<file path="src/rtl/ip_codma_write_machine_pkg.sv">
// ---------------------------------------------------------------------------
// ip_codma_pkg
// Shared types and constants for the CODMA write machine.
//   write_state_t   : write FSM state encoding (WR_IDLE must stay 0 so that a
//                     reset bus reads as all-zero)
//   SIZE_*          : legal transfer size codes
//   size_to_words() : size code -> number of 32-bit words, 0 for illegal codes
// ---------------------------------------------------------------------------
package ip_codma_pkg;

    typedef enum logic [1:0] {
        WR_IDLE    = 2'd0,
        WR_ASK     = 2'd1,
        WR_GRANTED = 2'd2,
        WR_UNUSED  = 2'd3
    } write_state_t;

    localparam logic [3:0] SIZE_2W = 4'd3;
    localparam logic [3:0] SIZE_6W = 4'd8;
    localparam logic [3:0] SIZE_8W = 4'd9;

    // A zero return value marks the code as illegal.
    function automatic logic [3:0] size_to_words(input logic [3:0] size_code);
        logic [3:0] words;
        case (size_code)
            SIZE_2W: words = 4'd2;
            SIZE_6W: words = 4'd6;
            SIZE_8W: words = 4'd8;
            default: words = 4'd0;
        endcase
        return words;
    endfunction

endpackage

</file>
<file path="src/rtl/ip_codma_write_machine_if.sv">
// ---------------------------------------------------------------------------
// ip_codma_write_machine_if
// Memory-bus write port between the CODMA write machine and the bus fabric.
//   bus_req_o / bus_grant_i                      : arbitration
//   bus_write_o, bus_addr_o, bus_size_o          : transfer qualifiers
//   bus_write_data_o / _valid_o / _ready_i       : beat handshake
//   bus_error_i                                  : slave-reported error
// The _o/_i suffixes are from the write machine's point of view.
// Modports: master (write machine), slave (bus fabric / memory model).
// ---------------------------------------------------------------------------
interface ip_codma_write_machine_if #(
    parameter int ADDR_W = 32,
    parameter int DATA_W = 64
) ();

    logic              bus_req_o;
    logic              bus_write_o;
    logic [ADDR_W-1:0] bus_addr_o;
    logic [3:0]        bus_size_o;
    logic              bus_grant_i;
    logic [DATA_W-1:0] bus_write_data_o;
    logic              bus_write_valid_o;
    logic              bus_write_ready_i;
    logic              bus_error_i;

    modport master (
        output bus_req_o,
        output bus_write_o,
        output bus_addr_o,
        output bus_size_o,
        input  bus_grant_i,
        output bus_write_data_o,
        output bus_write_valid_o,
        input  bus_write_ready_i,
        input  bus_error_i
    );

    modport slave (
        input  bus_req_o,
        input  bus_write_o,
        input  bus_addr_o,
        input  bus_size_o,
        output bus_grant_i,
        input  bus_write_data_o,
        input  bus_write_valid_o,
        output bus_write_ready_i,
        output bus_error_i
    );

endinterface

</file>
<file path="src/rtl/ip_codma_write_machine.sv">
// ---------------------------------------------------------------------------
// ip_codma_write_machine
// Bus-master write engine of the CODMA datapath. On need_write_i it latches a
// destination address, size code and WORDS x 32-bit data register, requests
// the bus and, once granted, streams 64-bit beats {word[cnt+1], word[cnt]}
// under a valid/ready handshake until the size's word count is written.
//
// Ports
//   clk_i, reset_n_i     : clock, asynchronous active-low reset
//   need_write_i         : start request (only looked at in WR_IDLE)
//   stop_i               : abort back to WR_IDLE
//   dma_error_i          : controller error, aborts back to WR_IDLE
//   wr_addr_i, wr_size_i : destination address and size code (3, 8 or 9)
//   data_reg_i           : words to write, word 0 least significant
//   bus                  : master side of the memory-bus write port
//   wr_done_o            : one-cycle pulse after the last beat is accepted
//   wr_state_error_o     : high while sitting in WR_UNUSED (illegal size)
//   wr_state_r           : current state
//   wr_state_next_s      : combinational next state
// ---------------------------------------------------------------------------
module ip_codma_write_machine
    import ip_codma_pkg::*;
#(
    parameter int ADDR_W = 32,
    parameter int DATA_W = 64,
    parameter int WORDS  = 8
) (
    input  logic                  clk_i,
    input  logic                  reset_n_i,
    input  logic                  need_write_i,
    input  logic                  stop_i,
    input  logic                  dma_error_i,
    input  logic [ADDR_W-1:0]     wr_addr_i,
    input  logic [3:0]            wr_size_i,
    input  logic [WORDS*32-1:0]   data_reg_i,
    ip_codma_write_machine_if.master bus,
    output logic                  wr_done_o,
    output logic                  wr_state_error_o,
    output write_state_t          wr_state_r,
    output write_state_t          wr_state_next_s
);

    localparam int IDX_W = $clog2(WORDS);

    logic [ADDR_W-1:0]   addr_reg;
    logic [3:0]          size_reg;
    logic [WORDS*32-1:0] data_reg;
    logic [3:0]          cnt_reg;
    logic [3:0]          cnt_next;
    logic [DATA_W-1:0]   beat_next;

    logic [31:0]         word [WORDS];
    logic [3:0]          words_req;
    logic [3:0]          words_lat;
    logic                beat_accept;
    logic                last_beat;
    logic                any_error;
    logic                start_ok;
    logic [IDX_W-1:0]    lo_idx;
    logic [IDX_W-1:0]    hi_idx;

    // Split the latched data register into addressable 32-bit words.
    generate
        for (genvar gi = 0; gi < WORDS; gi++) begin : g_word
            assign word[gi] = data_reg[gi*32 +: 32];
        end
    endgenerate

    assign words_req   = size_to_words(wr_size_i);
    assign words_lat   = size_to_words(size_reg);
    assign any_error   = bus.bus_error_i | dma_error_i;
    assign beat_accept = (wr_state_r == WR_GRANTED) && bus.bus_write_ready_i;
    assign last_beat   = beat_accept && ((cnt_reg + 4'd2) == words_lat);
    assign start_ok    = (wr_state_r == WR_IDLE) && (wr_state_next_s == WR_ASK);

    always_comb begin
        wr_state_next_s = wr_state_r;
        case (wr_state_r)
            WR_IDLE: begin
                if (need_write_i) begin
                    wr_state_next_s = (words_req != 4'd0) ? WR_ASK : WR_UNUSED;
                end
            end
            WR_ASK: begin
                if (bus.bus_grant_i) begin
                    wr_state_next_s = WR_GRANTED;
                end
            end
            WR_GRANTED: begin
                if (last_beat) begin
                    wr_state_next_s = WR_IDLE;
                end
            end
            WR_UNUSED: wr_state_next_s = WR_IDLE;
            default:   wr_state_next_s = WR_IDLE;
        endcase
        // Errors and stop override every normal transition.
        if (any_error || stop_i) begin
            wr_state_next_s = WR_IDLE;
        end
    end

    // Counter only advances on an accepted non-final beat; any return to
    // idle clears it, so it cannot wrap.
    always_comb begin
        cnt_next = cnt_reg;
        if (wr_state_next_s == WR_IDLE) begin
            cnt_next = 4'd0;
        end else if (beat_accept) begin
            cnt_next = cnt_reg + 4'd2;
        end
    end

    // The counter is always even, so the word pair is {cnt|1, cnt}.
    assign lo_idx = {cnt_next[IDX_W-1:1], 1'b0};
    assign hi_idx = {cnt_next[IDX_W-1:1], 1'b1};

    // Beat data is registered from the next counter value; while ready is
    // low the counter holds, so the presented beat holds too.
    always_comb begin
        beat_next = '0;
        if (wr_state_next_s == WR_GRANTED) begin
            beat_next = {word[hi_idx], word[lo_idx]};
        end
    end

    always_ff @(posedge clk_i or negedge reset_n_i) begin
        if (!reset_n_i) begin
            wr_state_r             <= WR_IDLE;
            cnt_reg                <= 4'd0;
            addr_reg               <= '0;
            size_reg               <= 4'd0;
            data_reg               <= '0;
            bus.bus_req_o          <= 1'b0;
            bus.bus_write_o        <= 1'b0;
            bus.bus_write_valid_o  <= 1'b0;
            bus.bus_write_data_o   <= '0;
            wr_done_o              <= 1'b0;
            wr_state_error_o       <= 1'b0;
        end else begin
            wr_state_r <= wr_state_next_s;
            cnt_reg    <= cnt_next;
            if (start_ok) begin
                addr_reg <= wr_addr_i;
                size_reg <= wr_size_i;
                data_reg <= data_reg_i;
            end
            // Outputs are registered from the next state so they line up
            // with wr_state_r after the edge.
            bus.bus_req_o         <= (wr_state_next_s == WR_ASK) ||
                                     (wr_state_next_s == WR_GRANTED);
            bus.bus_write_o       <= (wr_state_next_s == WR_ASK) ||
                                     (wr_state_next_s == WR_GRANTED);
            bus.bus_write_valid_o <= (wr_state_next_s == WR_GRANTED);
            bus.bus_write_data_o  <= beat_next;
            wr_done_o             <= last_beat && !stop_i && !any_error;
            wr_state_error_o      <= (wr_state_next_s == WR_UNUSED);
        end
    end

    assign bus.bus_addr_o = addr_reg;
    assign bus.bus_size_o = size_reg;

endmodule

</file>
<file path="src/flat_wrapper.sv">
// flat-port wrapper written by rule: the top's interface ports become plain ports
module ip_codma_write_machine_flat import ip_codma_pkg::*;
#(
    parameter int ADDR_W = 32,
    parameter int DATA_W = 64,
    parameter int WORDS  = 8
)
  (clk_i, reset_n_i, need_write_i, stop_i, dma_error_i, wr_addr_i, wr_size_i, data_reg_i, wr_done_o, wr_state_error_o, wr_state_r, wr_state_next_s, bus_bus_req_o, bus_bus_write_o, bus_bus_addr_o, bus_bus_size_o, bus_bus_grant_i, bus_bus_write_data_o, bus_bus_write_valid_o, bus_bus_write_ready_i, bus_bus_error_i);
  ip_codma_write_machine_if #(.ADDR_W(ADDR_W), .DATA_W(DATA_W)) bus_i ();
  input  logic clk_i;
  input  logic reset_n_i;
  input  logic need_write_i;
  input  logic stop_i;
  input  logic dma_error_i;
  input  logic [ADDR_W-1:0] wr_addr_i;
  input  logic [3:0] wr_size_i;
  input  logic [WORDS*32-1:0] data_reg_i;
  output logic wr_done_o;
  output logic wr_state_error_o;
  output write_state_t wr_state_r;
  output write_state_t wr_state_next_s;
  output wire logic [$bits(bus_i.bus_req_o)-1:0] bus_bus_req_o;
  output wire logic [$bits(bus_i.bus_write_o)-1:0] bus_bus_write_o;
  output wire logic [$bits(bus_i.bus_addr_o)-1:0] bus_bus_addr_o;
  output wire logic [$bits(bus_i.bus_size_o)-1:0] bus_bus_size_o;
  input wire logic [$bits(bus_i.bus_grant_i)-1:0] bus_bus_grant_i;
  output wire logic [$bits(bus_i.bus_write_data_o)-1:0] bus_bus_write_data_o;
  output wire logic [$bits(bus_i.bus_write_valid_o)-1:0] bus_bus_write_valid_o;
  input wire logic [$bits(bus_i.bus_write_ready_i)-1:0] bus_bus_write_ready_i;
  input wire logic [$bits(bus_i.bus_error_i)-1:0] bus_bus_error_i;
  assign bus_bus_req_o = bus_i.bus_req_o;
  assign bus_bus_write_o = bus_i.bus_write_o;
  assign bus_bus_addr_o = bus_i.bus_addr_o;
  assign bus_bus_size_o = bus_i.bus_size_o;
  assign bus_i.bus_grant_i = bus_bus_grant_i;
  assign bus_bus_write_data_o = bus_i.bus_write_data_o;
  assign bus_bus_write_valid_o = bus_i.bus_write_valid_o;
  assign bus_i.bus_write_ready_i = bus_bus_write_ready_i;
  assign bus_i.bus_error_i = bus_bus_error_i;
  ip_codma_write_machine #(.ADDR_W(ADDR_W), .DATA_W(DATA_W), .WORDS(WORDS)) u_core (.clk_i(clk_i), .reset_n_i(reset_n_i), .need_write_i(need_write_i), .stop_i(stop_i), .dma_error_i(dma_error_i), .wr_addr_i(wr_addr_i), .wr_size_i(wr_size_i), .data_reg_i(data_reg_i), .bus(bus_i), .wr_done_o(wr_done_o), .wr_state_error_o(wr_state_error_o), .wr_state_r(wr_state_r), .wr_state_next_s(wr_state_next_s));
endmodule
</file>
<file path="config.mk">
export PLATFORM = sky130hd
export DESIGN_NAME = ip_codma_write_machine_flat
export DESIGN_NICKNAME = d
export VERILOG_FILES = /design/src/rtl/ip_codma_write_machine_pkg.sv /design/src/rtl/ip_codma_write_machine_if.sv /design/src/rtl/ip_codma_write_machine.sv /design/src/flat_wrapper.sv
export SDC_FILE = /design/constraint.sdc
export NUM_CORES = 1
export LEC_CHECK = 0
export CORE_ASPECT_RATIO = 0.8
export CORE_UTILIZATION = 52
export CTS_BUF_LIST = sky130_fd_sc_hd__clkbuf_16
export DETAILED_ROUTE_END_ITERATION = 7
export GPL_ROUTABILITY_DRIVEN = 0
export PLACE_DENSITY = 0.86
export REMOVE_ABC_BUFFERS = 1
export SETUP_SLACK_MARGIN = 0.15
export SYNTH_ARGS = -nofsm -noshare
export SYNTH_HDL_FRONTEND = slang
export SYNTH_SLANG_ARGS = --single-unit
export TNS_END_PERCENT = 5
</file>
<file path="constraint.sdc">
create_clock -name clk_i -period 7.6 [get_ports clk_i]
set_input_delay 1.14 -clock clk_i [delete_from_list [all_inputs] [get_ports clk_i]]
set_output_delay 1.14 -clock clk_i [all_outputs]
set_load 0.01 [all_outputs]
</file>
==> qor.csv <==
metric,value,unit
outcome,completed,
Initial Util,53.6,%
clock buffer count from CTS,37,
max FFs per register,256,
TritonRoute pass-1 iters,4,
VDD IR max,0.216,mV
CTS tree,yes,
Final HPWL DP,24500,um
overall routing resource usage,25.3,%
dominant cells by area after synthesis,"dfrtp_1, mux2_2, mux2i_1, o22ai_1, buf_2",
share of layout cells above drive strength 1,26.3,%
number of setup violations in the final report,0,
RSZ-0062 raised after global routing,false,
Final nets,1660,
IO buf count,408,
synth warn,0,
internal power,3.97,mW
layout filler cell count,1813,
global route overflow,0,
worst skew pair latency,510,ps
PostCTS Resize Cnt,0,
Worst Setup Path Type,in -> out,
antenna-violating nets left,0,
core box area,27700,um2
post-layout util,73.1,%
wire per inst,21.1,um
Logic pwr share,18.8,%
Synth Instances,956,
asr flop ratio synth,100,%
Clk Tree Root Cell,clkbuf_16,
sequential share of the synthesized area,61.5,%
CP max-delay cell,clkdlybuf4s50_1,
setup TNS,0,ps
Post-synth top flop,dfrtp_1,
Sequential Power Share,49.9,%
Vias/cell,5.44,
sw frac,24.7,%
max_cap viols,0,
Post-synth EDFFs,0,
htree depth,2,
final period utilization,54.5,%
share of the synthesized area in the top cell type,61.5,%
"Buf+Inv Stages, Crit Path",3,
net switching power,1.30,mW
row cnt,54,
vias in the first global route,10400,
Routed WL,36900,um
CTS clock-pin slew for the worst setup and hold paths,60,ps
Setup Skew,11.8,ps
Hold Fails Final Rpt,0,
Yosys cell types,37,
Pwr Density,260,nW/um2
Yosys reg bits,365,
first-pass GRT wire length,56900,um
vias,9503,
Post-synth top cells,"dfrtp_1, mux2_2, mux2i_1",
max_slew headroom,27.7,%
Worst Path Required,6460,ps
number of I/O pins,409,
clock power share,31.3,%
Critical Path Max Stage Delay,560,ps
most common cell in the netlist,dfrtp_1,
arrival time of the worst setup path,3010,ps
final std cells w/o fill,1747,
Post-CTS Setup Inserts,0,
area growth from synthesis to layout,36.2,%
die footprint,29300,um2
hold buffer count at cts,0,
worst-path cell chain,"clkdlybuf4s50_1, or3_1, or3_1, inv_1, clkdlybuf4s50_1",
DRC viols,0,
P_leak,9.37,nW
worst-path fanout max,4,
Avg Synthesized Cell Area,15.5,um2
Yosys top cell by area,dfrtp_1,
"Cell Area, Synth",14900,um2
initial antenna violation count,8,
CTS Sinks,365,
fin. max-slew vios,0,
post-placement cell count,1680,
largest net degree at the start of global routing,192,
post-place setup slack,3020,ps
Die W,191,um
Hold WC Path Type,reg -> reg,
Worst-Margin Slew,1080,ps
chip height,153,um
clk buf depth,3,
setup ws final,3450,ps
fin crit period,4150,ps
CP startpoint kind,input port,
Crit. End Element,output port,
hold slack,504,ps
"CP delay by family, top",buffers and inverters,
fmax,0.241,GHz
1st-iter DRT viols,486,
==> per-layer routing <==
metal | vias up | GRT usage [%] | share of wire (%)
met5 | - | 0 | 0.060
met4 | 4 | 8.08 | 2.6
met3 | 71 | 9.28 | 10
met2 | 351 | 41.7 | 48
met1 | 4791 | 30.9 | 39
li1 | 4286 | - | -
==> final cells by class <==
cell class	count	area, um2	share of cell area (%)
antenna	5	12.5	0.0618
clock buffer	37	926	4.57
clock inverter	25	145	0.717
inverter	3	11.3	0.0556
multi-input combinational	528	5360	26.5
sequential	365	9130	45.1
tap	364	455	2.25
timing repair buffer	420	4200	20.8
==> path summary, 6_finish.rpt <==
path	slack [ps]	end	from	cells after the start
worst max-delay path	3450	wr_state_next_s[0]	dma_error_i	5
worst min-delay path	500	u_core.data_reg[12]$_DFFE_PN0P_	u_core.data_reg[12]$_DFFE_PN0P_	1
worst max register to register	3550	u_core.bus.bus_write_data_o[37]$_DFF_PN0_	u_core.cnt_reg[1]$_DFF_PN0_	9
worst min register to register	500	u_core.data_reg[12]$_DFFE_PN0P_	u_core.data_reg[12]$_DFFE_PN0P_	1
min in group asynchronous	590	u_core.bus.bus_addr_o[16]$_DFFE_PN0P_	reset_n_i	1
max in group asynchronous	5380	u_core.bus.bus_write_data_o[18]$_DFF_PN0_	reset_n_i	2
==> logic make-up after synthesis <==
group,count (synthesis),share of synthesized area (%)
compound gates,73,3.17
xor+xnor,3,0.303
fa+ha+maj,5,0.421
buf+inv,63,2.66
flops,365,61.5
mux,422,30.9
simple gates,25,1.09
==> per-stage QoR <==
stage	area [um2]	power (mW)
after floorplan	14500	3.21
after global placement	19200	3.58
after detailed placement	19200	3.65
after CTS	20200	5.32
after global routing	20200	5.52
final	20200	5.27
==> cell usage in the layout (no fill, tap or decap), types with 2 or more instances in the layout <==
master	n
clkdlybuf4s50_1	407
inv_1	9
nand2b_1	2
buf_12	2
nand3b_1	2
nor2_1	3
diode_2	5
clkinvlp_4	2
nor3b_1	2
clkbuf_16	37
o22ai_1	64
nor3_1	2
ha_1	5
or3_1	2
xor2_1	2
clkinv_2	10
nand2_1	3
mux2_2	292
mux2i_1	129
buf_4	10
dfrtp_1	365
clkinv_1	5
==> power groups by stage <==
stage	clock, mW	combinational, mW	sequential [mW]
after floorplan	0	0.594	2.62
after global placement	0	0.953	2.63
after detailed placement	0	0.995	2.66
after CTS	1.69	1.01	2.63
after global routing	1.76	1.08	2.68
final	1.65	0.992	2.63
No activity file was read; power rests on OpenSTA's default activity.
==> RTL edit 1: new RTL, same settings <==
`WORDS` is set to 8 in 2 places; all go to 4.
--- a/src/rtl/ip_codma_write_machine.sv
+++ b/src/rtl/ip_codma_write_machine.sv
@@ -25,3 +25,3 @@
     parameter int DATA_W = 64,
-    parameter int WORDS  = 8
+    parameter int WORDS  = 4
 ) (
--- a/src/flat_wrapper.sv
+++ b/src/flat_wrapper.sv
@@ -5,3 +5,3 @@
     parameter int DATA_W = 64,
-    parameter int WORDS  = 8
+    parameter int WORDS  = 4
 )
Interface: changed (resized data_reg_i); port bits go from 409 to 281. No check against the original RTL was run, so the function may have changed too.
==> RTL edit 1 against the original RTL <==
  * Count of clock-buffer cells in the layout shrank 12
  * Utilization grew 1.3 points
  * Clock skew shrank 3.5 ps
  * Final area shrank 36%
  * Fmax shrank 2.7%
  * Worst setup slack lost 110 ps
  * Synthesized area shrank 37%
  * Sequential cell count shrank 128
  * Register-to-register slack gained 180 ps
  * Routed wire length shrank 42%
  * Power shrank 37%
  * Critical path type unchanged
==> RTL edit 1: results (changes against the original RTL) <==
[layout]
drive_gt1_frac=0.2161  ; -0.04729
largest_reg_flops=128  ; -50%
fillers=1126  ; -38%
fin_nets=1126  ; -32%

[timing]
skew_ps=8.351  ; -3.490 ps
relSlewSlack=0.2283  ; -0.04876

[placement]
dp_hpwl_um=13770  ; -44%
port_buffers=280  ; -31%
postPlaceCellArea_um2=12240  ; -36%

[power_and_ir_drop]
p_int_mw=2.523  ; -36%
irDropWorstVdd_mv=0.2130  ; -1.6%
p_leak_nw=5.614  ; -40%

[global_route]
met1_usage=0.2987  ; -0.01042
grt_usage=0.2343  ; -0.01912
grt_start_max_net_pins=97  ; -49%
grt_pass1_vias=6598  ; -37%
use_met3=0.07004  ; -0.02273

[run_status]
status=finished clean

[yosys]
synth_common_cells=dfrtp_1 (237), mux2_2 (165), nand2_1 (130), a21boi_1 (64), buf_2 (25)
ys_types=35  ; -5.4%
synth.yosys.seq_area_share=0.6363  ; +0.02164
synthTopCellsByArea=dfrtp_1 (64%), mux2_2 (20%), nand2_1 (5.2%)

[worst_setup_path]
cp.arrival_ps=3120  ; +110 ps
slowest_delay_ps=580  ; +20 ps

[drt]
drt_iter0_drc=271  ; -44%
wl_per_cell_um=17.80  ; -16%

-- RTL edit 1: area by class of cell --
class | count | share of cell area
Clock buffer | 25 | 0.04823
Clock inverter | 19 | 0.008006
Inverter | 6 | 0.001736
Multi-Input combinational cell | 394 | 0.2422
Sequential cell | 237 | 0.4572
Tap cell | 225 | 0.02170
Timing Repair Buffer | 286 | 0.2209
-- RTL edit 1: kinds of logic (layout without fill, tap and decap cells) --
logic type               Yosys count  after routing  share of synthesized area
flip-flops                       237            237                     0.6363
multiplexers                     166            166                     0.2004
AND/OR/NAND/NOR                  148            148                    0.06659
AO/OA/AOI/OAI                     71             71                    0.05705
buffers and inverters             46            336                    0.02712
adder cells (fa/ha/maj)            5              5                   0.006712
XOR/XNOR                           4              4                   0.005773
-- RTL edit 1: per-layer routing --
layer  wire, um  part of all wire  up-vias
met2      10060              0.47      223
met3       1813             0.085       45
met1       8698              0.41     3114
met5          0                 0        -
met4        637             0.030        0
li1           -                 -     2839
-- RTL edit 1: power by group through the flow --
| stage | sequential, mW | clock (mW) | combinational, mW |
|---|---|---|---|
| floorplan | 1.66 | 0 | 0.283 |
| global placement | 1.65 | 0 | 0.573 |
| detailed placement | 1.66 | 0 | 0.594 |
| CTS | 1.64 | 1.11 | 0.600 |
| finish | 1.64 | 1.08 | 0.592 |
| global route | 1.68 | 1.15 | 0.647 |
-- RTL edit 1: metrics by stage --
stage               utilization  setup slack, ps  instances
global route             0.7441             3286       1192
finish                   0.7441             3341       1192
global placement         0.7023             3006       1148
detailed placement       0.7023             2950       1148
CTS                      0.7441             3325       1192
floorplan                     -            919.5        637
-- RTL edit 1: path summary, 6_finish.rpt --
kind	start	to	slack, ps	cells after the start
max in group asynchronous	reset_n_i	u_core.data_reg[43]$_DFFE_PN0P_	5550	2
max reg2reg	u_core.cnt_reg[1]$_DFF_PN0_	u_core.bus.bus_addr_o[31]$_DFFE_PN0P_	3730	10
max	dma_error_i	wr_state_next_s[0]	3340	5
min in group asynchronous	reset_n_i	u_core.bus.bus_addr_o[23]$_DFFE_PN0P_	660	1
min reg2reg	u_core.data_reg[4]$_DFFE_PN0P_	u_core.data_reg[4]$_DFFE_PN0P_	500	1
min	u_core.data_reg[4]$_DFFE_PN0P_	u_core.data_reg[4]$_DFFE_PN0P_	500	1
==> RTL edit 2: new RTL, config.mk and constraints unchanged <==
Made on the original files. Make the reset (`reset_n_i`) synchronous in one clocked block. Comments in the files are not updated.
--- a/src/rtl/ip_codma_write_machine.sv
+++ b/src/rtl/ip_codma_write_machine.sv
@@ -126,3 +126,3 @@
 
-    always_ff @(posedge clk_i or negedge reset_n_i) begin
+    always_ff @(posedge clk_i) begin
         if (!reset_n_i) begin
Formal check against the unedited RTL: differs if reset_n_i is asserted again (counterexample within 4 cycles, from zero or initial values and one cycle with reset_n_i low); with reset_n_i held inactive, the same outputs for 4 cycles.
==> RTL edit 2 against the original RTL <==
  * Global-route usage up 2.1 points
  * Fmax down 4.5%
  * Synthesized cell count rose by 69%
  * Via count is 30% higher
  * Worst setup slack got worse by 200 ps
  * Routed wire length increased by 5.5%
  * Synthesized area decreased by 7.4%
  * Sequential cell count unchanged
  * Critical path depth is 2 higher
  * Highest routed layer is now met4
  * Count of clock-buffer cells in the layout is the same
  * Non-clock buffer count down 3
  * Final area decreased by 7.0%
Power is not compared: it rests on default switching activity, and its combinational part moved more than twofold at a synthesized area within 25%.
==> RTL edit 2: results (changes against the original RTL) <==
[global_route]
grt_usage=0.2742  ; +0.02082
grt_antenna_before_repair=2  ; -6
grt_pass1_vias=12070  ; +16%
grt_pass1_wl_um=60190  ; +5.7%
met1_usage=0.3151  ; +0.005952
grt_start_max_net_pins=171  ; -11%
grtUsageMet2=0.4775  ; +0.06045
use_met3=0.08155  ; -0.01122

[timing]
skew_ps=14.87  ; +3.025 ps
max_freq_ghz=0.2303  ; -4.5%
worst_hold_slack_ps=454.2  ; -49.46 ps
relSlewSlack=0.3312  ; +0.05410

[layout]
fillers=1862  ; +2.7%
fin_nets=2252  ; +36%
area_delta_synth_final_pct=36.90
drive_gt1_frac=0.03347  ; -0.2300

[worst_setup_path]
crit_end=wr_state_next_s[1]
crit_start=need_write_i
cp.arrival_ps=3200  ; +190 ps
r2r_end=u_core.bus.bus_write_data_o[26]$_SDFF_PN0_
critical_path.slowest_cell=clkdlybuf4s50_1
slowest_delay_ps=610  ; +50 ps
cp_max_fo=3  ; -1
cp_top_family=buffers and inverters
reg2reg_depth=11  ; +2
reg2reg_from=u_core.cnt_reg[1]$_SDFF_PN0_
r2r_slack_ps=3870  ; +320 ps

[placement]
postPlaceCellArea_um2=17700  ; -7.6%
dpl_worst_slack_ps=2925  ; -96.04 ps
dp_hpwl_um=24720  ; +1.0%

[run_status]
status=finished clean

[clocking]
numCtsBuffers=36  ; -2.7%
cts_setup_buffers=0  ; unchanged
clkTransAtPathRegs_ps=60  ; about the same
clk_latency_ps=510  ; about the same

[drt]
viasPerCell=5.333  ; -2.0%
wl_per_cell_um=16.74  ; -21%
drt_iter0_drc=726  ; +49%
firstDrtPassIters=6  ; +2

[yosys]
synth.yosys.seq_area_share=0.5312  ; -0.08353
async_flop_share=0  ; -1.000
synthFlopType=dfxtp_1
synth_common_cells=nand2_1 (589), dfxtp_1 (365), a21oi_1 (295), mux2i_1 (130), o22ai_1 (64)
synthTopCellsByArea=dfxtp_1 (53%), nand2_1 (16%), a21oi_1 (11%)

[worst_hold_path]
worstHoldStart=u_core.data_reg[109]$_SDFFE_PN0P_
hold_end=u_core.data_reg[109]$_SDFFE_PN0P_
min_path_cells=2  ; +1

[power_and_ir_drop]
irDropWorstVdd_mv=0.1625

RTL edit 2: cell count changes in the layout (fill, tap and decap cells not counted), sizes merged, moves of 3 or more:
cell | before | now
nand2 | 3 | 589
dfrtp | 365 | 0
dfxtp | 0 | 365
a21oi | 1 | 295
mux2 | 292 | 0
nor2 | 3 | 8
and2 | 0 | 4
buf | 13 | 9
clkinv | 15 | 12
diode | 5 | 2
inv | 10 | 13
RTL edit 2: stage by stage:
step,cells,total power [mW]
floorplan,1492,2.105
global placement,2260,2.295
detailed placement,2260,2.300
CTS,2323,4.003
global route,2325,4.103
finish,2325,3.975
RTL edit 2: power by group through the flow:
stage | Sequential [mW] | Combinational [mW] | Clock, mW
after CTS | 1.96 | 0.296 | 1.74
after global placement | 2.01 | 0.290 | 0
after floorplan | 2.01 | 0.0999 | 0
after global routing | 1.97 | 0.319 | 1.82
after detailed placement | 2.01 | 0.293 | 0
final | 1.96 | 0.297 | 1.71
RTL edit 2: cell type report:
type                    instances  share of cell area
flip-flops and latches        365              0.3880
multi-input cells            1124              0.3051
repair buffers                417              0.2224
clock buffers                  37             0.04916
well taps                     351             0.02332
clock inverters                26             0.01070
inverters                       3           0.0009965
diodes                          2           0.0002657
RTL edit 2: cells by family (layout without fill, tap and decap cells):
family                     Yosys count  after routing  share of synthesized area
AOI/OAI and AO/OA                  369            369                     0.1415
adders and majority gates            5              5                   0.004548
DFF                                365            365                     0.5312
and+or+nand+nor                    616            616                     0.1729
xor gates and xnor gates             4              4                   0.002547
other                                0              2                          0
muxes                              130            130                    0.09459
buffers and inverters              128            483                    0.05275
RTL edit 2: per-layer routing:
metal	wire length, um	vias to the layer above
li1	-	6039
met1	15260	5796
met2	18740	477
met3	3533	88
met4	1371	0
met5	0	-
